[config.mk]
export PLATFORM = sky130hd
export DESIGN_NAME = wut_multi
export DESIGN_NICKNAME = d
export VERILOG_FILES = /design/src/rtl/wut_pkg.sv /design/src/rtl/wut_channel.sv /design/src/rtl/wut_multi.sv
export SDC_FILE = /design/constraint.sdc
export NUM_CORES = 1
export LEC_CHECK = 0
export CAP_MARGIN = 10
export CORE_MARGIN = 3
export CORE_UTILIZATION = 50
export CTS_CLUSTER_DIAMETER = 50
export DETAILED_ROUTE_END_ITERATION = 7
export PLACE_DENSITY = 0.78
export SETUP_SLACK_MARGIN = 0.4
export SYNTH_ARGS = -nofsm -noshare
export SYNTH_HDL_FRONTEND = slang
export SYNTH_SLANG_ARGS = --single-unit
export TNS_END_PERCENT = 1
[constraint.sdc]
create_clock -name perm_clk -period 3.1 [get_ports perm_clk]
set_input_delay 0.93 -clock perm_clk [delete_from_list [all_inputs] [get_ports perm_clk]]
set_output_delay 0.93 -clock perm_clk [all_outputs]
set_load 0.02 [all_outputs]
[src/rtl/wut_pkg.sv]
// Shared types and constants for the multi-channel wake-up timer.
// Latency: n/a (declarations only).
// Backpressure: n/a.
package wut_pkg;

    // Per-channel run state.
    typedef enum logic {
        ST_IDLE = 1'b0,
        ST_RUN  = 1'b1
    } wut_state_e;

    // Legal parameter ranges, enforced at elaboration by the top level.
    localparam int NCH_MIN         = 1;
    localparam int NCH_MAX         = 16;
    localparam int WIDTH_MIN       = 2;
    localparam int WIDTH_MAX       = 32;
    localparam int PRESC_WIDTH_MIN = 1;
    localparam int PRESC_WIDTH_MAX = 32;

    // Low bit index of channel ch inside a flattened per-channel bus.
    function automatic int unsigned ch_lo(input int unsigned ch, input int unsigned width);
        return ch * width;
    endfunction

endpackage

[src/rtl/wut_channel.sv]
// One wake-up timer channel: start handshake, IDLE/RUN FSM, tick counter, sticky flag.
// Latency: ack/busy one cycle after req is sampled; flag on the edge of the expiring tick.
// Backpressure: none; 4-phase req/ack, ack simply follows req by one cycle.
//
// Ports:
//   perm_clk, perm_rstb   always-on clock, async active-low reset
//   tick                  shared prescaler tick (one cycle wide)
//   limit                 expiry count L (0 treated as 1)
//   periodic              1 = reload and keep running on expiry
//   ch_disable            synchronous stop, blocks start
//   start_req / start_ack 4-phase start handshake
//   it_clr / it_flag      sticky expiry flag and its clear (set wins)
//   busy                  channel is in RUN
module wut_channel
    import wut_pkg::*;
#(
    parameter int WIDTH = 16
) (
    input  logic             perm_clk,
    input  logic             perm_rstb,
    input  logic             tick,
    input  logic [WIDTH-1:0] limit,
    input  logic             periodic,
    input  logic             ch_disable,
    input  logic             start_req,
    output logic             start_ack,
    input  logic             it_clr,
    output logic             it_flag,
    output logic             busy
);

    wut_state_e       state_q, state_d;
    logic [WIDTH-1:0] cnt_q, cnt_d;
    logic             ack_q, ack_d;
    logic             flag_q, flag_d;
    logic [WIDTH:0]   cnt_inc;
    logic [WIDTH:0]   lim_eff;
    logic             expire;

    always_comb begin
        // One extra bit so counter+1 never wraps before the compare.
        cnt_inc = {1'b0, cnt_q} + (WIDTH+1)'(1);
        lim_eff = (limit == '0) ? (WIDTH+1)'(1) : {1'b0, limit};
        state_d = state_q;
        cnt_d   = cnt_q;
        expire  = 1'b0;
        // ack just mirrors req one cycle later; it is what makes a held
        // req unable to restart the channel.
        ack_d   = start_req;

        case (state_q)
            ST_IDLE: begin
                if (start_req && !ack_q && !ch_disable) begin
                    state_d = ST_RUN;
                    cnt_d   = '0;
                end
            end
            ST_RUN: begin
                if (ch_disable) begin
                    state_d = ST_IDLE;
                    cnt_d   = '0;
                end else if (tick) begin
                    // >= so a limit lowered below the count expires on the next tick.
                    if (cnt_inc >= lim_eff) begin
                        expire = 1'b1;
                        cnt_d  = '0;
                        if (!periodic) begin
                            state_d = ST_IDLE;
                        end
                    end else begin
                        cnt_d = cnt_inc[WIDTH-1:0];
                    end
                end
            end
            default: begin
                state_d = ST_IDLE;
                cnt_d   = '0;
            end
        endcase

        flag_d = expire | (flag_q & ~it_clr);
    end

    always_ff @(posedge perm_clk or negedge perm_rstb) begin
        if (!perm_rstb) begin
            state_q <= ST_IDLE;
            cnt_q   <= '0;
            ack_q   <= 1'b0;
            flag_q  <= 1'b0;
        end else begin
            state_q <= state_d;
            cnt_q   <= cnt_d;
            ack_q   <= ack_d;
            flag_q  <= flag_d;
        end
    end

    assign start_ack = ack_q;
    assign it_flag   = flag_q;
    assign busy      = (state_q == ST_RUN);

endmodule

[src/rtl/wut_multi.sv]
// Multi-channel always-on wake-up timer: shared prescaler feeding NCH channels, merged irq.
// Latency: flag max(L,1)*(P+1) cycles after ack for a lone channel; trig_it one cycle after flag.
// Backpressure: none; each channel uses a 4-phase start req/ack handshake.
//
// Ports:
//   perm_clk, perm_rstb      always-on clock, async active-low reset
//   perm_wut_prescaler       tick period minus one (P)
//   perm_wut_limit           per-channel limit L, channel i at [i*WIDTH +: WIDTH]
//   perm_wut_periodic        per-channel periodic (1) / one-shot (0)
//   perm_wut_disable         per-channel synchronous stop
//   perm_wut_irq_en          per-channel interrupt enable
//   perm_wut_start_req/_ack  per-channel start handshake
//   perm_wut_it_clr/_flag    per-channel sticky flag and clear
//   perm_wut_busy            per-channel RUN indication
//   perm_wut_trig_it         registered OR of enabled flags
module wut_multi
    import wut_pkg::*;
#(
    parameter int NCH         = 4,
    parameter int WIDTH       = 16,
    parameter int PRESC_WIDTH = 8
) (
    input  logic                   perm_clk,
    input  logic                   perm_rstb,
    input  logic [PRESC_WIDTH-1:0] perm_wut_prescaler,
    input  logic [NCH*WIDTH-1:0]   perm_wut_limit,
    input  logic [NCH-1:0]         perm_wut_periodic,
    input  logic [NCH-1:0]         perm_wut_disable,
    input  logic [NCH-1:0]         perm_wut_irq_en,
    input  logic [NCH-1:0]         perm_wut_start_req,
    output logic [NCH-1:0]         perm_wut_start_ack,
    input  logic [NCH-1:0]         perm_wut_it_clr,
    output logic [NCH-1:0]         perm_wut_it_flag,
    output logic [NCH-1:0]         perm_wut_busy,
    output logic                   perm_wut_trig_it
);

    if (NCH < NCH_MIN || NCH > NCH_MAX) begin : g_bad_nch
        $error("wut_multi: NCH out of range");
    end
    if (WIDTH < WIDTH_MIN || WIDTH > WIDTH_MAX) begin : g_bad_width
        $error("wut_multi: WIDTH out of range");
    end
    if (PRESC_WIDTH < PRESC_WIDTH_MIN || PRESC_WIDTH > PRESC_WIDTH_MAX) begin : g_bad_presc
        $error("wut_multi: PRESC_WIDTH out of range");
    end

    logic [PRESC_WIDTH-1:0] presc_q, presc_d;
    logic                   trig_q, trig_d;
    logic                   any_run;
    logic                   tick;

    assign any_run = |perm_wut_busy;

    always_comb begin
        // >= rather than == so lowering P mid-run ticks at once instead of
        // wrapping through the whole prescaler range.
        tick    = any_run && (presc_q >= perm_wut_prescaler);
        // Held at 0 while idle so the first channel to start sees a full tick period.
        presc_d = (!any_run || tick) ? '0 : presc_q + PRESC_WIDTH'(1);
        trig_d  = |(perm_wut_it_flag & perm_wut_irq_en);
    end

    always_ff @(posedge perm_clk or negedge perm_rstb) begin
        if (!perm_rstb) begin
            presc_q <= '0;
            trig_q  <= 1'b0;
        end else begin
            presc_q <= presc_d;
            trig_q  <= trig_d;
        end
    end

    assign perm_wut_trig_it = trig_q;

    for (genvar i = 0; i < NCH; i++) begin : g_ch
        wut_channel #(
            .WIDTH(WIDTH)
        ) u_ch (
            .perm_clk   (perm_clk),
            .perm_rstb  (perm_rstb),
            .tick       (tick),
            .limit      (perm_wut_limit[ch_lo(i, WIDTH) +: WIDTH]),
            .periodic   (perm_wut_periodic[i]),
            .ch_disable (perm_wut_disable[i]),
            .start_req  (perm_wut_start_req[i]),
            .start_ack  (perm_wut_start_ack[i]),
            .it_clr     (perm_wut_it_clr[i]),
            .it_flag    (perm_wut_it_flag[i]),
            .busy       (perm_wut_busy[i])
        );
    end

endmodule

* After elaboration in Yosys (flattened, before gate mapping)
Cells that the tools add are included.
Word-level totals: flip-flop bits (word level) 85, output and inout bits 13
Cells by class: reductions and logical operators 29, muxes and demuxes 65, bitwise logic cells 17, add/subtract/negate cells 5, magnitude comparators 5, equal/unequal tests 8
Operators with widths (count):
- 16-bit 2-to-1 mux | 20
- 16-bit case mux with 2 select lines | 4
- 16-bit by 1-bit adder with 17-bit output (second input constant) | 4
- 17-bit >= comparator | 4
- 16-bit zero test | 4
- 1-bit 2-to-1 mux | 36
- 1-bit logical AND | 9
- 1-bit zero test | 9
- 8-bit by 1-bit adder with 8-bit output (second input constant) | 1
- 8-bit >= comparator | 1
- 8-bit 2-to-1 mux | 1
- 2-bit by 1-bit inequality test with 1-bit output (second input constant) | 4
- 1-bit inverter | 8
- 1-bit case mux with 2 select lines | 4
- 2-bit AND reduction | 4
- 4-bit OR reduction | 2
- 3-bit by 2-bit inequality test with 1-bit output (second input constant) | 2
- 3-bit inequality test (second input constant) | 2
- 1-bit bitwise AND | 4
- 4-bit bitwise AND | 1
- 1-bit OR | 4
- 1-bit logical OR | 1

* Longest topological paths before layout
Gate-level depths: netlist of run 1.
word-level depth 8, depth in mapped cells 15, depth with buffers taken out 13

* Modules after synthesis
From an unflattened synthesis of run 1, not the netlist that was laid out.
Unflattened totals: cell total of the unflattened synthesis 802, area, all modules 7069.3 um^2
By module, submodules not included:
- wut_channel | cells an instance 185, instances 4, area an instance 1615.3 um^2
- wut_multi | cells an instance 62, instances 1, area an instance 608.1 um^2

* Worst setup path before layout of run 1
Ideal clock, no wire load.
kind register to register, from register g_ch[3].u_ch.cnt_q[0], to register g_ch[3].u_ch.cnt_q[1], stages on the path, launching flop included 15, data required time 3005 ps, setup slack -279 ps, period minus slack after synthesis 3379 ps, data arrival time 3283 ps, path through dfrtp_1 > ha_1 > nand4_1 > nor4_1 > nand3_1 > xor2_1 > inv_1 > ha_1 > a21o_1 > a21o_1 > a211oi_1 > nand4_1 > or2_2 > buf_2 > o31ai_1
On the way: longest elaborated chain between the ends 6
Ends and longest elaborated chain:
- from (decl) | RTL line wut_channel.sv:33 | logic [WIDTH-1:0] cnt_q, cnt_d;
- from (signal assigned) | RTL line wut_channel.sv:92 | cnt_q <= cnt_d;
- 16-bit by 1-bit adder with 17-bit output (*) | RTL line wut_channel.sv:42 | cnt_inc = {1'b0, cnt_q} + (WIDTH+1)'(1);
- 17-bit >= comparator | RTL line wut_channel.sv:64 | if (cnt_inc >= lim_eff) begin
- 16-bit 2-to-1 mux (*) | RTL line wut_channel.sv:64
- 16-bit 2-to-1 mux (*) | RTL line wut_channel.sv:62 | end else if (tick) begin
- 16-bit 2-to-1 mux (*) | RTL line wut_channel.sv:59 | if (ch_disable) begin
- 16-bit case mux with 2 select lines (*) | RTL line wut_channel.sv:51 | case (state_q)
Mark *: on every way between the ends. The rest lies on a longest branch, timed or not. The select of a mux whose other input is x is not followed. A chain may end at the register's enable or synchronous reset.

* Worst setup path in the final report of run 1
from register g_ch[0].u_ch.cnt_q[0], to register g_ch[0].u_ch.cnt_q[9]
On the way: longest elaborated chain between the ends 6
Ends and longest elaborated chain (RTL line):
- from (decl) | wut_channel.sv:33
- from (signal assigned) | wut_channel.sv:92
- 16-bit by 1-bit adder with 17-bit output (*) | wut_channel.sv:42
- 17-bit >= comparator | wut_channel.sv:64
- 16-bit 2-to-1 mux (*) | wut_channel.sv:64
- 16-bit 2-to-1 mux (*) | wut_channel.sv:62
- 16-bit 2-to-1 mux (*) | wut_channel.sv:59
- 16-bit case mux with 2 select lines (*) | wut_channel.sv:51
Marked as above.

==> flow_summary_export.csv, run 1 <==
group,metric,value,unit
cts,cts_tree,"built",
min_path,whs_endpoint,"g_ch[2].u_ch.cnt_q[1]$_DFFE_PN0P_",
power_and_ir_drop,peakVddDrop,0.317,mV
detailed_routing,drc,0,
min_path,holdPathStages,2,
min_path,worstHoldPathType,"reg2reg",
cts,cts_root_buf,"clkbuf_16",
sta,hold_ws,516,ps
critical_path,cp-end-kind,"register",
cts,clockBufferDepth,2,
detailed_routing,drt_wl_total,19.2,mm
sta,setup_viol,11,
critical_path,crit_family,"simple AND/OR/NAND/NOR gates",
placement,placed_cell_area,8900,sq um
global_routing,overflow,0,
final_layout,area_growth,42.3,%
yosys,syn_area_per_cell,8.35,sq um
critical_path,crit_buf_inv,2,
min_path,worstHoldStart,"g_ch[2].u_ch.cnt_q[1]$_DFFE_PN0P_",
run_status,violations,"negative setup slack",
critical_path,critPathSlowestCell,"dfrtp_1",
final_layout,final_util,0.739,
yosys,synth_edf_count,0,
run_status,outcome,"finished with violations",
placement,dp_cells,1178,
yosys,yosys.area.top_type,"dfrtp_1",
final_layout,final_cells,1212,
die,die_x,124,um
sta,period_needed,3180,ps
sta,worst_pin_slew,503,ps
critical_path,cp_slowest_stage_delay,430,ps
die,die_y,124,um
global_routing,track_usage,0.228,
power_and_ir_drop,p_per_area,290,nW/um^2
global_routing,antenna_found_initial,0,
cts,htreeDepth,3,
detailed_routing,vias,6887,
placement,gp_congestion,0.865,
detailed_routing,firstDrtPassIters,6,
yosys,async_flop_share,1.00,
detailed_routing,viasPerCell,5.68,
job,maxCapViolCount,0,
critical_path,start_kind,"register",
sta,setup_ws,-82.8,ps
global_routing,grt_pass1_vias,6518,
critical_path,path_cells,"and4_4 -> nand4_1 -> inv_1 -> nand3_1 -> or2_4 -> nand2_1 -> ha_1 -> and3_4 -> a221o_1 -> nor3_4 -> buf_6 -> nand3_4 -> o211ai_1",
critical_path,r2r_slack,-80,ps
global_routing,grt_max_degree,52,
critical_path,criticalPathCategory,"reg2reg",
critical_path,required,3360,ps
sta,slew_headroom,0.661,
critical_path,critPathArrivalTime,3440,ps
yosys,syn_nets,1011,
cts,clk_latency,340,ps
yosys,yosys.cell_types.count,59,
yosys,synth_warnings,0,
critical_path,path_max_fanout,8,
final_layout,postLayoutCellArea,9980,sq um
die,die_area,15500,sq um
die,core-area,13500,sq um
global_routing,grt_pass1_wl,29.9,mm
power_and_ir_drop,total_leakage_power,4.91,nW
critical_path,r2r_end,"g_ch[0].u_ch.cnt_q[9]$_DFFE_PN0P_",
detailed_routing,dr.first_iter.drc_count,560,
cts,cts_num_sinks,85,
final_layout,diodes,0,
final_layout,final_common_cell,"nand2_1",
sta,max_freq,0.314,GHz
sta,rsz0062_at_grt,"yes",
die,rows,42,
critical_path,r2r-start,"g_ch[0].u_ch.cnt_q[0]$_DFFE_PN0P_",
die,start_util,0.519,
yosys,synthesis.area,7020,sq um
placement,dp_hpwl,13.7,mm
yosys,synth.area.top_cells,"dfrtp_1 (30%), ha_1 (14%), nand2_1 (5.9%)",
yosys,synth_top_area_share,0.303,
placement,portBuffers,106,
detailed_routing,post_drt_wl_per_cell,15.8,um
yosys,synth_cells,840,
cts,clk_pin_slew,70,ps
detailed_routing,ant_nets,0,
final_layout,final_cell_mix,"nand2_1 (106), inv_1 (95), clkdlybuf4s50_1 (94)",
sta,period_share,1.03,
final_layout,drive_gt1_frac,0.236,
die,ios,107,
yosys,synthFlopType,"dfrtp_1",
sta,hold_viol,0,
cts,ctsHoldBuffers,0,
critical_path,r2r.worst_path.cells,13,
yosys,seq_area_frac_synth,0.303,
cts,numCtsBuffers,9,
yosys,ys_seq_elements,85,
final_layout,layout.nets,1202,
sta,fin_worst_skew,5.98,ps
final_layout,nFillCells,982,
sta,slew_viol_final,0,
## cell families (layout without fill, tap and decap cells)
family / Yosys count / in the layout / synth area share
AND/OR/NAND/NOR: 336 / 336 / 0.249
AO/OA/AOI/OAI: 164 / 164 / 0.170
buffers and inverters: 129 / 325 / 0.0785
flip-flops: 85 / 85 / 0.303
adder cells (fa/ha/maj): 77 / 77 / 0.137
XOR/XNOR: 48 / 48 / 0.0599
multiplexers: 1 / 1 / 0.00161
## report_power, final
group          switching, W  internal [W]
clock network      0.000459      0.000669
registers         0.0000438       0.00114
logic              0.000279      0.000312
## how the worst max path moves through the flow
stage	to	from	cells past startpoint
6_report	g_ch[0].u_ch.cnt_q[9]$_DFFE_PN0P_	g_ch[0].u_ch.cnt_q[0]$_DFFE_PN0P_	13
5_1_grt	g_ch[0].u_ch.cnt_q[7]$_DFFE_PN0P_	g_ch[0].u_ch.cnt_q[0]$_DFFE_PN0P_	13
3_5_place_dp	g_ch[0].u_ch.cnt_q[10]$_DFFE_PN0P_	perm_wut_limit[9]	9
2_1_floorplan	g_ch[3].u_ch.cnt_q[1]$_DFFE_PN0P_	g_ch[3].u_ch.cnt_q[1]$_DFFE_PN0P_	14
4_1_cts	g_ch[3].u_ch.cnt_q[2]$_DFFE_PN0P_	g_ch[3].u_ch.cnt_q[3]$_DFFE_PN0P_	16
3_3_place_gp	g_ch[0].u_ch.busy$_DFF_PN0_	perm_wut_limit[1]	10
## worst reg2reg max path, stage by stage (launching register included)
cell and delay, ps:
dfrtp_1 430, and4_4 250, nand4_1 160, inv_1 120, nand3_1 140, or2_4 270
nand2_1 90, ha_1 240, and3_4 180, a221o_1 420, nor3_4 320, buf_6 150
nand3_4 110, o211ai_1 210
## sequential cells by signal, indices dropped and copies added (netlist names)
register	cells
presc_q	8
perm_wut_trig_it	1
g_ch.u_ch.start_ack	4
g_ch.u_ch.cnt_q	64
g_ch.u_ch.busy	4
g_ch.u_ch.it_flag	4
## what timing repair did
action | 4_1_cts | 5_1_grt
resized for setup | 25 | 117
cloned | 0 | 1
setup buffers | 7 | 10
pin swaps | 8 | 57
setup endpoints to repair | 80 | 80
## per-stage QoR
step	setup TNS (ps)	setup WS, ps	total power (W)
floorplan	0	170	0.00145
global placement	-10550	-271	0.00172
detailed placement	-12590	-292	0.00173
CTS	0	27.9	0.00286
global route	-5490	-272	0.00302
finish	-578	-82.8	0.00290
## synth_stat cells, drive strengths merged, types with 6 or more instances
library cell and n:
xor2 18, a21oi 17, buf 27, dfrtp 85, or2 6, or3 7, and4 8, nand4 32
o21ai 46, o211ai 8, nand2 110, inv 96, ha 77, clkbuf 6, a21o 18, nor4 18
and3 15, nand3 47, o31ai 9, nor3 11, xnor2 30, nor2b 7, nor2 31, a31oi 7
o22ai 8, and2 6, nand2b 30, a41o 6, a211oi 8
## layout make-up
type | count | area (sq um) | share of cell area
clock inverters | 5 | 58.8 | 0.00589
multi-input cells | 626 | 4980 | 0.499
flip-flops and latches | 85 | 2140 | 0.214
clock buffers | 11 | 253 | 0.0253
well taps | 176 | 220 | 0.0221
repair buffers | 213 | 1970 | 0.198
inverters | 96 | 360 | 0.0361
## per-layer routing
layer | vias to the layer above | wire, um | track usage
li1 | 3363 | - | -
met1 | 3248 | 8360 | 0.306
met2 | 240 | 9450 | 0.385
met3 | 36 | 977 | 0.0339
met4 | 0 | 371 | 0.0606
met5 | - | 0 | 0
(Power assumes the default switching activity.)
==> inputs of run 2 (changes only) <==
- ABC_AREA: not set -> 1
- CORE_UTILIZATION: 50 -> 44
- DONT_BUFFER_PORTS: not set -> 1
- PLACE_DENSITY: 0.78 -> not set
==> run 2 against run 1 <==
  * Register-to-register slack better by 450 ps
  * Count of clock-buffer cells in the layout is 1 lower
  * Core utilization is 23 points lower
  * Largest cell class unchanged
  * Total power is 7.2% lower
  * Worst hold slack worse by 240 ps
  * The flow now finishes without violations
==> flow_summary_export.csv, run 2 <==
group,metric,value,unit
die,die_y,138,um
cts,clk_latency,350,ps
cts,cts_root_buf,"clkbuf_16",
final_layout,drive_gt1_frac,0.121,
placement,placed_cell_area,7790,sq um
min_path,worstHoldPathType,"in2async",
yosys,synthFlopType,"dfrtp_1",
sta,worst_pin_slew,556,ps
sta,setup_viol,0,
sta,period_share,0.880,
yosys,syn_nets,1277,
cts,cts_num_sinks,85,
final_layout,final_common_cell,"nand2_1",
job,maxCapViolCount,0,
global_routing,overflow,0,
critical_path,crit_family,"simple AND/OR/NAND/NOR gates",
yosys,syn_area_per_cell,6.92,sq um
yosys,async_flop_share,1.00,
yosys,seq_area_frac_synth,0.278,
yosys,synth.area.top_cells,"dfrtp_1 (28%), nand2_1 (15%), ha_1 (13%)",
final_layout,multi_input_area,4810,sq um
placement,gp_congestion,0.859,
die,die_x,138,um
sta,fin_worst_skew,6.34,ps
final_layout,final_cell_mix,"nand2_1 (293), inv_1 (196), nor2_1 (104)",
detailed_routing,vias,6708,
global_routing,antenna_found_initial,0,
cts,numCtsBuffers,9,
critical_path,critPathArrivalTime,3010,ps
yosys,yosys.cell_types.count,44,
yosys,synth_edf_count,0,
placement,dp_hpwl,14.0,mm
critical_path,cp-end-kind,"register",
sta,rsz0062_at_grt,"yes",
global_routing,grt_max_degree,86,
yosys,synth_warnings,0,
power_and_ir_drop,total_leakage_power,4.82,nW
die,core-area,16800,sq um
final_layout,area_growth,11.0,%
global_routing,track_usage,0.196,
sta,setup_tns,0,ps
yosys,yosysMostFrequentCell,"nand2_1",
power_and_ir_drop,p_per_area,316,nW/um^2
final_layout,regMostFlops,"g_ch.u_ch.cnt_q",
detailed_routing,drt_wl_total,18.6,mm
final_layout,nFillCells,1746,
final_layout,postLayoutCellArea,8500,sq um
detailed_routing,drc,0,
sta,slew_viol_final,0,
yosys,synth_top_area_share,0.278,
final_layout,layout.nets,1282,
critical_path,criticalPathCategory,"reg2reg",
detailed_routing,firstDrtPassIters,5,
critical_path,path_cells,"ha_2 -> and3_4 -> nand3_1 -> nor3_2 -> xor2_1 -> inv_1 -> ha_1 -> nand2_1 -> nor2_1 -> nand4_1 -> nor2_2 -> nor2_2 -> nand3_4 -> nand2_8 -> nand3_1 -> nand2_1",
final_layout,reg_top3,"g_ch.u_ch.cnt_q x64, presc_q x8",
critical_path,crit_buf_inv,1,
die,ios,107,
cts,clockBufferDepth,2,
die,rows,47,
yosys,synth.cells.most_frequent,"nand2_1 (296), inv_1 (198), nor2_1 (112), dfrtp_1 (85), nand3_1 (79)",
sta,hold_viol,0,
yosys,yosys.area.top_type,"dfrtp_1",
cts,clk_pin_slew,70,ps
cts,cts_tree,"built",
final_layout,largest_reg_flops,64,
detailed_routing,post_drt_wl_per_cell,13.9,um
yosys,ys_seq_elements,85,
critical_path,cp_slowest_stage_delay,380,ps
power_and_ir_drop,peakVddDrop,0.262,mV
sta,slew_headroom,0.629,
critical_path,required,3380,ps
yosys,synthesis.area,7650,sq um
sta,period_needed,2730,ps
critical_path,start_kind,"register",
global_routing,grt_pass1_vias,6332,
critical_path,path_max_fanout,9,
yosys,synth_cells,1106,
sta,max_freq,0.366,GHz
final_layout,register_area,2130,sq um
die,start_util,0.455,
die,die_area,19000,sq um
cts,htreeDepth,3,
placement,portBuffers,0,
run_status,outcome,"completed",
detailed_routing,ant_nets,0,
final_layout,diodes,0,
critical_path,critPathSlowestCell,"dfrtp_1",
detailed_routing,dr.first_iter.drc_count,417,
detailed_routing,viasPerCell,5.02,
global_routing,grt_pass1_wl,29.9,mm
-- run 2: kinds of logic (layout without fill, tap and decap cells) --
| logic type | after synthesis | in the layout | synth area share |
|---|---|---|---|
| AND/OR/NAND/NOR | 607 | 610 | 0.363 |
| buffers and inverters | 237 | 244 | 0.130 |
| flip-flops | 85 | 85 | 0.278 |
| adder cells (fa/ha/maj) | 77 | 77 | 0.126 |
| AO/OA/AOI/OAI | 56 | 56 | 0.0517 |
| XOR/XNOR | 44 | 44 | 0.0513 |
-- run 2: metal layers --
metal	part of all wire	GRT usage	routed length (um)	vias to the layer above
li1	-	-	-	3512
met1	0.48	0.268	8930	3047
met2	0.46	0.322	8570	132
met3	0.045	0.0334	832	17
met4	0.012	0.0516	230	0
met5	0	0	0	-
-- run 2: final timing paths --
check / cells past startpoint / start / endpoint / slack [ps]
max: 16 / g_ch[0].u_ch.cnt_q[0]$_DFFE_PN0P_ / g_ch[0].u_ch.cnt_q[6]$_DFFE_PN0P_ / 370
min reg2reg: 2 / g_ch[2].u_ch.cnt_q[14]$_DFFE_PN0P_ / g_ch[2].u_ch.cnt_q[14]$_DFFE_PN0P_ / 500
max reg2reg: 16 / g_ch[0].u_ch.cnt_q[0]$_DFFE_PN0P_ / g_ch[0].u_ch.cnt_q[6]$_DFFE_PN0P_ / 370
max in group asynchronous: 0 / perm_rstb / g_ch[3].u_ch.cnt_q[12]$_DFFE_PN0P_ / 2620
min in group perm_clk: 2 / g_ch[2].u_ch.cnt_q[14]$_DFFE_PN0P_ / g_ch[2].u_ch.cnt_q[14]$_DFFE_PN0P_ / 500
min: 0 / perm_rstb / g_ch[3].u_ch.cnt_q[2]$_DFFE_PN0P_ / 270
-- run 2: worst reg2reg max path, stage by stage, from the launching register on --
cell and delay, ps:
dfrtp_1 380, ha_2 200, and3_4 220, nand3_1 130, nor3_2 190, xor2_1 250, inv_1 90, ha_1 310
nand2_1 100, nor2_1 50, nand4_1 100, nor2_2 50, nor2_2 140, nand3_4 160, nand2_8 150, nand3_1 80
nand2_1 60
-- run 2: where the power goes --
group | switching (W) | internal (W) | total [W]
registers | 0.0000398 | 0.00114 | 0.00118
logic | 0.000221 | 0.000121 | 0.000342
clock network | 0.000462 | 0.000706 | 0.00117
total | 0.000723 | 0.00196 | 0.00269
-- run 2: what timing repair did --
item,in CTS,in global routing
gates cloned,0,4
hold buffers,0,0
buffers inserted,5,5
gates resized for setup,7,53
endpoints found under the setup margin,71,72
pin swaps,5,23
-- run 2: through the flow --
stage	hold WS [ps]	utilization	power, W	std cells	setup slack, ps
2_1_floorplan	449	-	0.00146	1106	495
3_3_place_gp	474	0.463	0.00152	1306	183
3_5_place_dp	473	0.463	0.00152	1306	149
4_1_cts	261	0.487	0.00271	1327	316
5_1_grt	262	0.505	0.00283	1336	137
6_report	275	0.505	0.00269	1336	371
-- run 2: final cells by class --
| type | instances | area share |
|---|---|---|
| multi-input cells | 787 | 0.566 |
| flip-flops and latches | 85 | 0.251 |
| inverters | 207 | 0.0917 |
| well taps | 220 | 0.0324 |
| clock buffers | 10 | 0.0269 |
| repair buffers | 21 | 0.0214 |
| clock inverters | 6 | 0.0103 |
==> inputs of run 3 (changes only) <==
- SKIP_LAST_GASP: not set -> 1
==> results of run 3 <==
Same layout as run 2: the final DEF is identical, and so are final timing and power.
